<file path="config.mk">
export PLATFORM = sky130hd
export DESIGN_NAME = blob_box_exporter
export DESIGN_NICKNAME = d
export VERILOG_FILES = /design/src/rtl/blob_box_exporter_pkg.sv /design/src/rtl/blob_box_exporter_pick_next.sv /design/src/rtl/blob_box_exporter.sv
export SDC_FILE = /design/constraint.sdc
export NUM_CORES = 1
export LEC_CHECK = 0
export BUFFER_PORTS_ARGS = -buffer_cell sky130_fd_sc_hd__buf_2
export CAP_MARGIN = 20
export CELL_PAD_IN_SITES_DETAIL_PLACEMENT = 1
export CELL_PAD_IN_SITES_GLOBAL_PLACEMENT = 2
export CORE_ASPECT_RATIO = 1.2
export CORE_MARGIN = 3
export CORE_UTILIZATION = 45
export DETAILED_ROUTE_END_ITERATION = 16
export HOLD_SLACK_MARGIN = 0.02
export PLACE_DENSITY_LB_ADDON = 0.05
export SLEW_MARGIN = 10
export SYNTH_ARGS = -nofsm -noshare
export SYNTH_HDL_FRONTEND = slang
export SYNTH_SLANG_ARGS = --single-unit
</file>
<file path="constraint.sdc">
create_clock -name app_clk -period 10.35 [get_ports app_clk]
set_input_delay 0.5175 -clock app_clk [delete_from_list [all_inputs] [get_ports app_clk]]
set_output_delay 0.5175 -clock app_clk [all_outputs]
set_load 0.02 [all_outputs]
</file>
<file path="src/rtl/blob_box_exporter_pkg.sv">
// rtl/blob_box_exporter_pkg.sv - shared sizes, word tags, FSM states and helpers for the box exporter
package blob_box_exporter_pkg;

   function automatic int ceil_log2(input int n);
      int r = 0;
      while ((1 << r) < n) r++;
      return r;
   endfunction

   localparam int MAX_OBJ = 15;
   localparam int B_BITS  = ceil_log2(MAX_OBJ);
   localparam int H_BITS  = 10;
   localparam int V_BITS  = 9;
   localparam int BOX_W   = 2 * (H_BITS + V_BITS);
   localparam int FID_W   = 16;
   localparam int OUT_W   = BOX_W + 2;
   localparam int HDR_PAD = BOX_W - FID_W - B_BITS - 8;

   localparam logic [1:0] TAG_HDR = 2'b01;
   localparam logic [1:0] TAG_BOX = 2'b10;
   localparam logic [1:0] TAG_TRL = 2'b11;

   typedef enum logic [1:0] {
      ST_IDLE = 2'd0,
      ST_HDR  = 2'd1,
      ST_BOX  = 2'd2,
      ST_TRL  = 2'd3
   } state_t;

   function automatic logic [B_BITS-1:0] popcount(input logic [MAX_OBJ-1:0] m);
      logic [B_BITS-1:0] c = '0;
      for (int i = 0; i < MAX_OBJ; i++) c = c + {{(B_BITS-1){1'b0}}, m[i]};
      return c;
   endfunction

endpackage

</file>
<file path="src/rtl/blob_box_exporter_pick_next.sv">
// rtl/blob_box_exporter_pick_next.sv - lowest-set-bit priority encoder over a slot mask
module box_pick_next
   import blob_box_exporter_pkg::*;
#(
   parameter int N  = MAX_OBJ,
   parameter int IW = B_BITS
) (
   input  logic [N-1:0]  mask,
   output logic [IW-1:0] idx,
   output logic          any
);

   // Scanning from the top down lets the lowest set bit win the last assignment.
   always_comb begin
      idx = '0;
      any = 1'b0;
      for (int i = N - 1; i >= 0; i--) begin
         if (mask[i]) begin
            idx = IW'(i);
            any = 1'b1;
         end
      end
   end

endmodule

</file>
<file path="src/rtl/blob_box_exporter.sv">
// rtl/blob_box_exporter.sv - double-buffered box table streamed as HDR/BOX/TRL words
module blob_box_exporter
   import blob_box_exporter_pkg::*;
(
   input  logic               app_clk,
   input  logic               app_rst,
   input  logic               box_wr_en,
   input  logic [B_BITS-1:0]  box_wr_idx,
   input  logic [BOX_W-1:0]   box_wr_data,
   input  logic               frame_done,
   input  logic [MAX_OBJ-1:0] frame_mask,
   output logic               out_valid,
   input  logic               out_ready,
   output logic [OUT_W-1:0]   out_data,
   output logic               busy,
   output logic [FID_W-1:0]   frame_id,
   output logic [7:0]         drop_count
);

   state_t             state, state_nxt;
   logic [BOX_W-1:0]   bank_q [2][MAX_OBJ];
   logic               wr_bank, rd_bank;
   logic [MAX_OBJ-1:0] rd_mask;
   logic [FID_W-1:0]   cur_fid, fid_inc;
   logic               accept, fd_accept, load, pop, pick_any;
   logic [B_BITS-1:0]  pick_idx;
   logic [OUT_W-1:0]   word_nxt, hdr_word, trl_word, box_word;

   assign accept    = out_valid & out_ready;
   assign fd_accept = frame_done & ((state == ST_IDLE) | ((state == ST_TRL) & accept));
   assign rd_bank   = ~wr_bank;
   assign fid_inc   = frame_id + FID_W'(1);
   assign busy      = (state != ST_IDLE);

   // rd_mask holds only the boxes not yet loaded into out_data, so one picker serves HDR and BOX.
   box_pick_next #(.N(MAX_OBJ), .IW(B_BITS)) u_pick (
      .mask (rd_mask),
      .idx  (pick_idx),
      .any  (pick_any)
   );

   // Header fields are snapshotted when the word is loaded, keeping it stable under backpressure.
   assign hdr_word = {TAG_HDR, fid_inc, popcount(frame_mask), drop_count, {HDR_PAD{1'b0}}};
   assign trl_word = {TAG_TRL, cur_fid, {(BOX_W - FID_W){1'b0}}};
   assign box_word = {TAG_BOX, bank_q[rd_bank][pick_idx]};

   always_ff @(posedge app_clk) begin
      if (box_wr_en && (box_wr_idx < B_BITS'(MAX_OBJ))) bank_q[wr_bank][box_wr_idx] <= box_wr_data;
   end

   always_ff @(posedge app_clk or posedge app_rst) begin
      if (app_rst) state <= ST_IDLE;
      else         state <= state_nxt;
   end

   always_comb begin
      state_nxt = state;
      load      = 1'b0;
      pop       = 1'b0;
      word_nxt  = out_data;
      case (state)
         ST_IDLE: begin
            if (fd_accept) begin
               state_nxt = ST_HDR;
               load      = 1'b1;
               word_nxt  = hdr_word;
            end
         end
         ST_HDR, ST_BOX: begin
            if (accept) begin
               load = 1'b1;
               if (pick_any) begin
                  pop       = 1'b1;
                  state_nxt = ST_BOX;
                  word_nxt  = box_word;
               end else begin
                  state_nxt = ST_TRL;
                  word_nxt  = trl_word;
               end
            end
         end
         ST_TRL: begin
            if (accept) begin
               if (fd_accept) begin
                  state_nxt = ST_HDR;
                  load      = 1'b1;
                  word_nxt  = hdr_word;
               end else begin
                  state_nxt = ST_IDLE;
               end
            end
         end
         default: state_nxt = ST_IDLE;
      endcase
   end

   always_ff @(posedge app_clk or posedge app_rst) begin
      if (app_rst) begin
         out_valid  <= 1'b0;
         out_data   <= '0;
         wr_bank    <= 1'b0;
         rd_mask    <= '0;
         cur_fid    <= '0;
         frame_id   <= '0;
         drop_count <= '0;
      end else begin
         out_valid <= (state_nxt != ST_IDLE);
         if (load) out_data <= word_nxt;
         if (frame_done) frame_id <= fid_inc;
         if (fd_accept) begin
            wr_bank <= ~wr_bank;
            rd_mask <= frame_mask;
            cur_fid <= fid_inc;
         end else if (pop) begin
            rd_mask <= rd_mask & ~(MAX_OBJ'(1) << pick_idx);
         end
         if (frame_done && !fd_accept && (drop_count != 8'hFF)) drop_count <= drop_count + 8'd1;
      end
   end

endmodule

</file>
==> metrics.md <==
| Metric | Value |
|---|---|
| Insertion delay to the later sink of the worst-skew pair | around 0.75 ns |
| Final global-route overflow total | 0 |
| Final count of pins violating max slew | 0 |
| Inst Count DP | about 4,200 |
| Power Density | about 280 nW/um^2 |
| Fraction of the mapped netlist area in compound gates | slightly above 7% |
| Status | complete, no violations |
| Post-layout min period | 4.91 ns |
| Netlist Area Pre-Place | around 50,000 um^2 |
| Fraction of power consumed by combinational cells | between 30% and 40% |
| Data arrival time of the critical path | about 5.6 ns |
| CTS resizes | 0 |
| Ratio of routed vias to standard cells | about 6.2 |
| Area share of and/or/nand/nor cells after synthesis | between 3 and 4% |
| GRT Resource Usage Total | between 20 and 30% |
| Dominant combinational cell family by area after synthesis | multiplexers |
| Clock-pin slew of the registers on the worst-case setup and hold paths | approximately 0.06 ns |
| Finished layout cell area | 55,900 um^2 |
| Post-DP HPWL | 82.2 mm |
| Share of layout cells above drive strength 1 | 18.6% |
| Leakage power of the design | 18.9 nW |
| Longest Clk Path Bufs | 3 |
| Worst max-slew margin expressed relative to the limit | a little under a quarter |
| Overall via count from detail_route | between 20,000 and 30,000 |
| Pre-Repair DR Iteration Count | 5 |
| Cells along the critical path | buf_12 -> buf_12 -> buf_4 -> mux4_2 -> nor2_1 -> a2111oi_0 -> a211oi_1 -> o31ai_1 |
| Ranking of synthesized cells by area | edfxtp_1, mux2i_1, dfrtp_1, mux4_2, o21ai_0 |
| Max Fanout on Critical Path | approximately 130 |
| Number of unique standard cell types used by synthesis | 80 |
| Remaining DRCs | 0 |
| Pin count of the biggest net entering global routing | about 130 |
| Classification of the worst setup path | register to register |
| Initial core utilization | a little under half |
| Seq pwr share | 37.9% |
| Xor and xnor fraction of the mapped netlist area | less than 1% |
| Share of flip-flops with an asynchronous set or reset after synthesis | 7.99% |
| Placed Area | roughly 52,000 um^2 |
| Number of enable-type register cells in the synthesized netlist | between 1,000 and 1,500 |
| Number of fillers in the final layout | approximately 9,800 |
| CP Launch Type | register |
| Routability cong. | between 0.8 and 0.9 |
| Net load switching power | ~5.6 mW |
| Pint | around 10 mW |
| Total Neg Setup Slack | 0 ns |
| Hold slack | between 0.09 and 0.1 ns |
| Arithmetic-cell share of the synthesized area counting full adders, half adders and majority gates | less than 1% |
| Clock share of power | between 20 and 30% |
| Worst-case clock skew | 0.0161 ns |
| X dimension of the die | 308 um |
| Top cell type's share of synthesized area | ~70% |
| Clock buffers created by TritonCTS | 132 |
| Post-synthesis to final-layout area growth | 13.7% |
| Sequential-to-total area share from yosys stat | between 70% and 80% |
| Cell accounting for the most synthesized area | edfxtp_1 |
| Yosys warns | 0 |
| Commonest register cell after synthesis | edfxtp_1 |
| Final hold viol count | 0 |
| Initial DRC count | 2,603 |
| Critical path capture point type | register |
| Transition time of the tightest slew-check pin | roughly 1.2 ns |
| Clk sinks | 1,239 |
| Drt total wl | between 150 and 200 mm |
| Period utilisation layout | 47.4% |
| Switching share of total power | between 30 and 40% |
| Post-detailed-route wirelength per cell | about 35 um |
| Slowest stage cell, crit path | dfrtp_4 |
| Max rail drop VDD | around 0.21 mV |
| Setup repair after global routing missed its margin | no |
| HP Class | primary input to register |
| Register bit count reported by yosys | roughly 1,200 |
| Standard-cell rows | 132 |
| Number of input and output port buffers inserted | between 100 and 150 |
| Multiplexer area fraction after synthesis | 11.8% |
| Critical path data required time | around 11 ns |
| Number of max-cap violations | 0 |
| Post-CTS Setup Bufs | 0 |
| Synthesized instance count | roughly 2,800 |
| Synthesized netlist net count | roughly 2,900 |
| Worst stage delay on the critical path | between 0.9 and 1 ns |
| Syn Area/Cell | between 15 and 20 um^2 |
| Clock tree from TritonCTS | yes |
| I/O Pins | around 130 |
| Number of nets in the layout | 3,036 |
| Antenna violations before repair | 8 |
| Floorplan core area | roughly 110,000 um^2 |
| Root Driver | clkbuf_16 |
| Vias in the first global route | between 20,000 and 30,000 |
| Antenna violation net count after detailed routing | 0 |
| Most frequent cell on the critical path | buf_12 |
| Number of buffers added to fix hold violations after cts | 7 |
| Post-route non-filler standard cell count | 4,468 |
| Number of levels the H-tree was split into | 4 |
| Setup violators final | 0 |
| Wire length of the first global-routing pass | ~220 mm |
| Fmax | about 200 MHz |
| Die outline area | about 110,000 um^2 |
| Die H | roughly 370 um |
Yosys cell counts (11+ instances only):
cell	instances
edfxtp_1	1140
mux2i_1	303
mux4_2	109
nor2_1	103
dfrtp_1	99
o21ai_0	96
a21oi_1	80
nand2_1	80
clkbuf_1	73
o22ai_1	65
buf_2	58
a211oi_1	52
a22oi_1	46
nor3_1	38
inv_1	34
xnor2_1	32
mux2_2	26
nand3_1	26
nor2b_1	23
a221oi_1	21
buf_1	19
nand2b_1	17
o31ai_1	17
a2111oi_0	16
o211ai_1	15
or3_1	12
a21o_1	11
power by group through the flow:
stage	Clock (mW)	Sequential (mW)	Combinational, mW
4_1_cts	4.60	5.94	5.27
5_1_grt	4.79	5.96	5.57
3_5_place_dp	0	6.04	5.25
6_report	4.51	5.94	5.24
2_1_floorplan	0	6.02	3.23
3_3_place_gp	0	6.04	5.20
critical path, delay by kind of cell (launching register included):
kind	cells	cell delay, ns
flip-flops	1	0.92
buffers and inverters	3	2.00
AND/OR/NAND/NOR	1	0.04
AO/OA/AOI/OAI	3	0.95
multiplexers	1	0.37
per-layer routing:
layer,share of wire [%],vias up,wire length (um),global-route usage [%]
li1,-,11553,-,-
met1,41,15090,63100,36.2
met2,52,877,79400,47.9
met3,5.0,214,7640,3.39
met4,2.6,2,3980,8.00
met5,0.0045,-,7,0
state kept, by name, indices dropped and copies added (netlist names), 2 cells and up:
name	cells
drop_count	8
cur_fid	16
bank_q	1140
rd_mask	15
out_data	40
state	2
frame_id	16
cell type report:
cell class,count,area [um^2],share of cell area (%)
tap,1407,1760,3.15
clock inverter,44,337,0.602
clock buffer,190,3730,6.67
sequential,1239,36700,65.7
timing repair buffer,201,1230,2.21
antenna,4,10.0,0.0179
inverter,34,130,0.233
multi-input combinational,1349,12000,21.5
stage by stage:
step	power, mW	worst slack [ns]	util [%]
after floorplan	9.24	6.42	-
after global placement	11.2	5.40	47.9
after detailed placement	11.3	5.41	47.9
after CTS	15.8	5.38	51.7
after global routing	16.3	5.15	51.7
final	15.7	5.44	51.7
logic make-up after synthesis:
logic type | after synthesis
AND/OR/NAND/NOR | 352
XOR/XNOR | 38
adder cells (fa/ha/maj) | 17
AO/OA/AOI/OAI | 503
multiplexers | 439
buffers and inverters | 189
flip-flops | 1239
final timing paths:
path	endpoint	slack (ns)	cells past startpoint	startpoint
setup / recovery	out_data[15]	5.44	8	wr_bank
hold reg to reg	out_data[39]	0.48	2	out_data[39]
hold / removal	rd_mask[4]	0.1	3	frame_mask[4]
min in group asynchronous	out_data[31]	0.40	3	app_rst
setup reg to reg	out_data[15]	5.44	8	wr_bank
max in group asynchronous	out_data[27]	8.83	4	app_rst
placed cells by master, fill, tap and decap left out, drive strengths merged, types with 23 or more instances in the layout:
cell,instances
xnor2,32
nor2,104
nand3,26
a221oi,29
nor2b,23
mux2i,303
nand2,83
buf,194
nor3,38
a211oi,52
mux4,109
o22ai,65
edfxtp,1140
clkinv,35
dfrtp,99
inv,38
clkbuf,190
mux2,27
o21ai,102
a22oi,46
a21oi,80
Note: power is estimated with default switching activity, not from simulation.
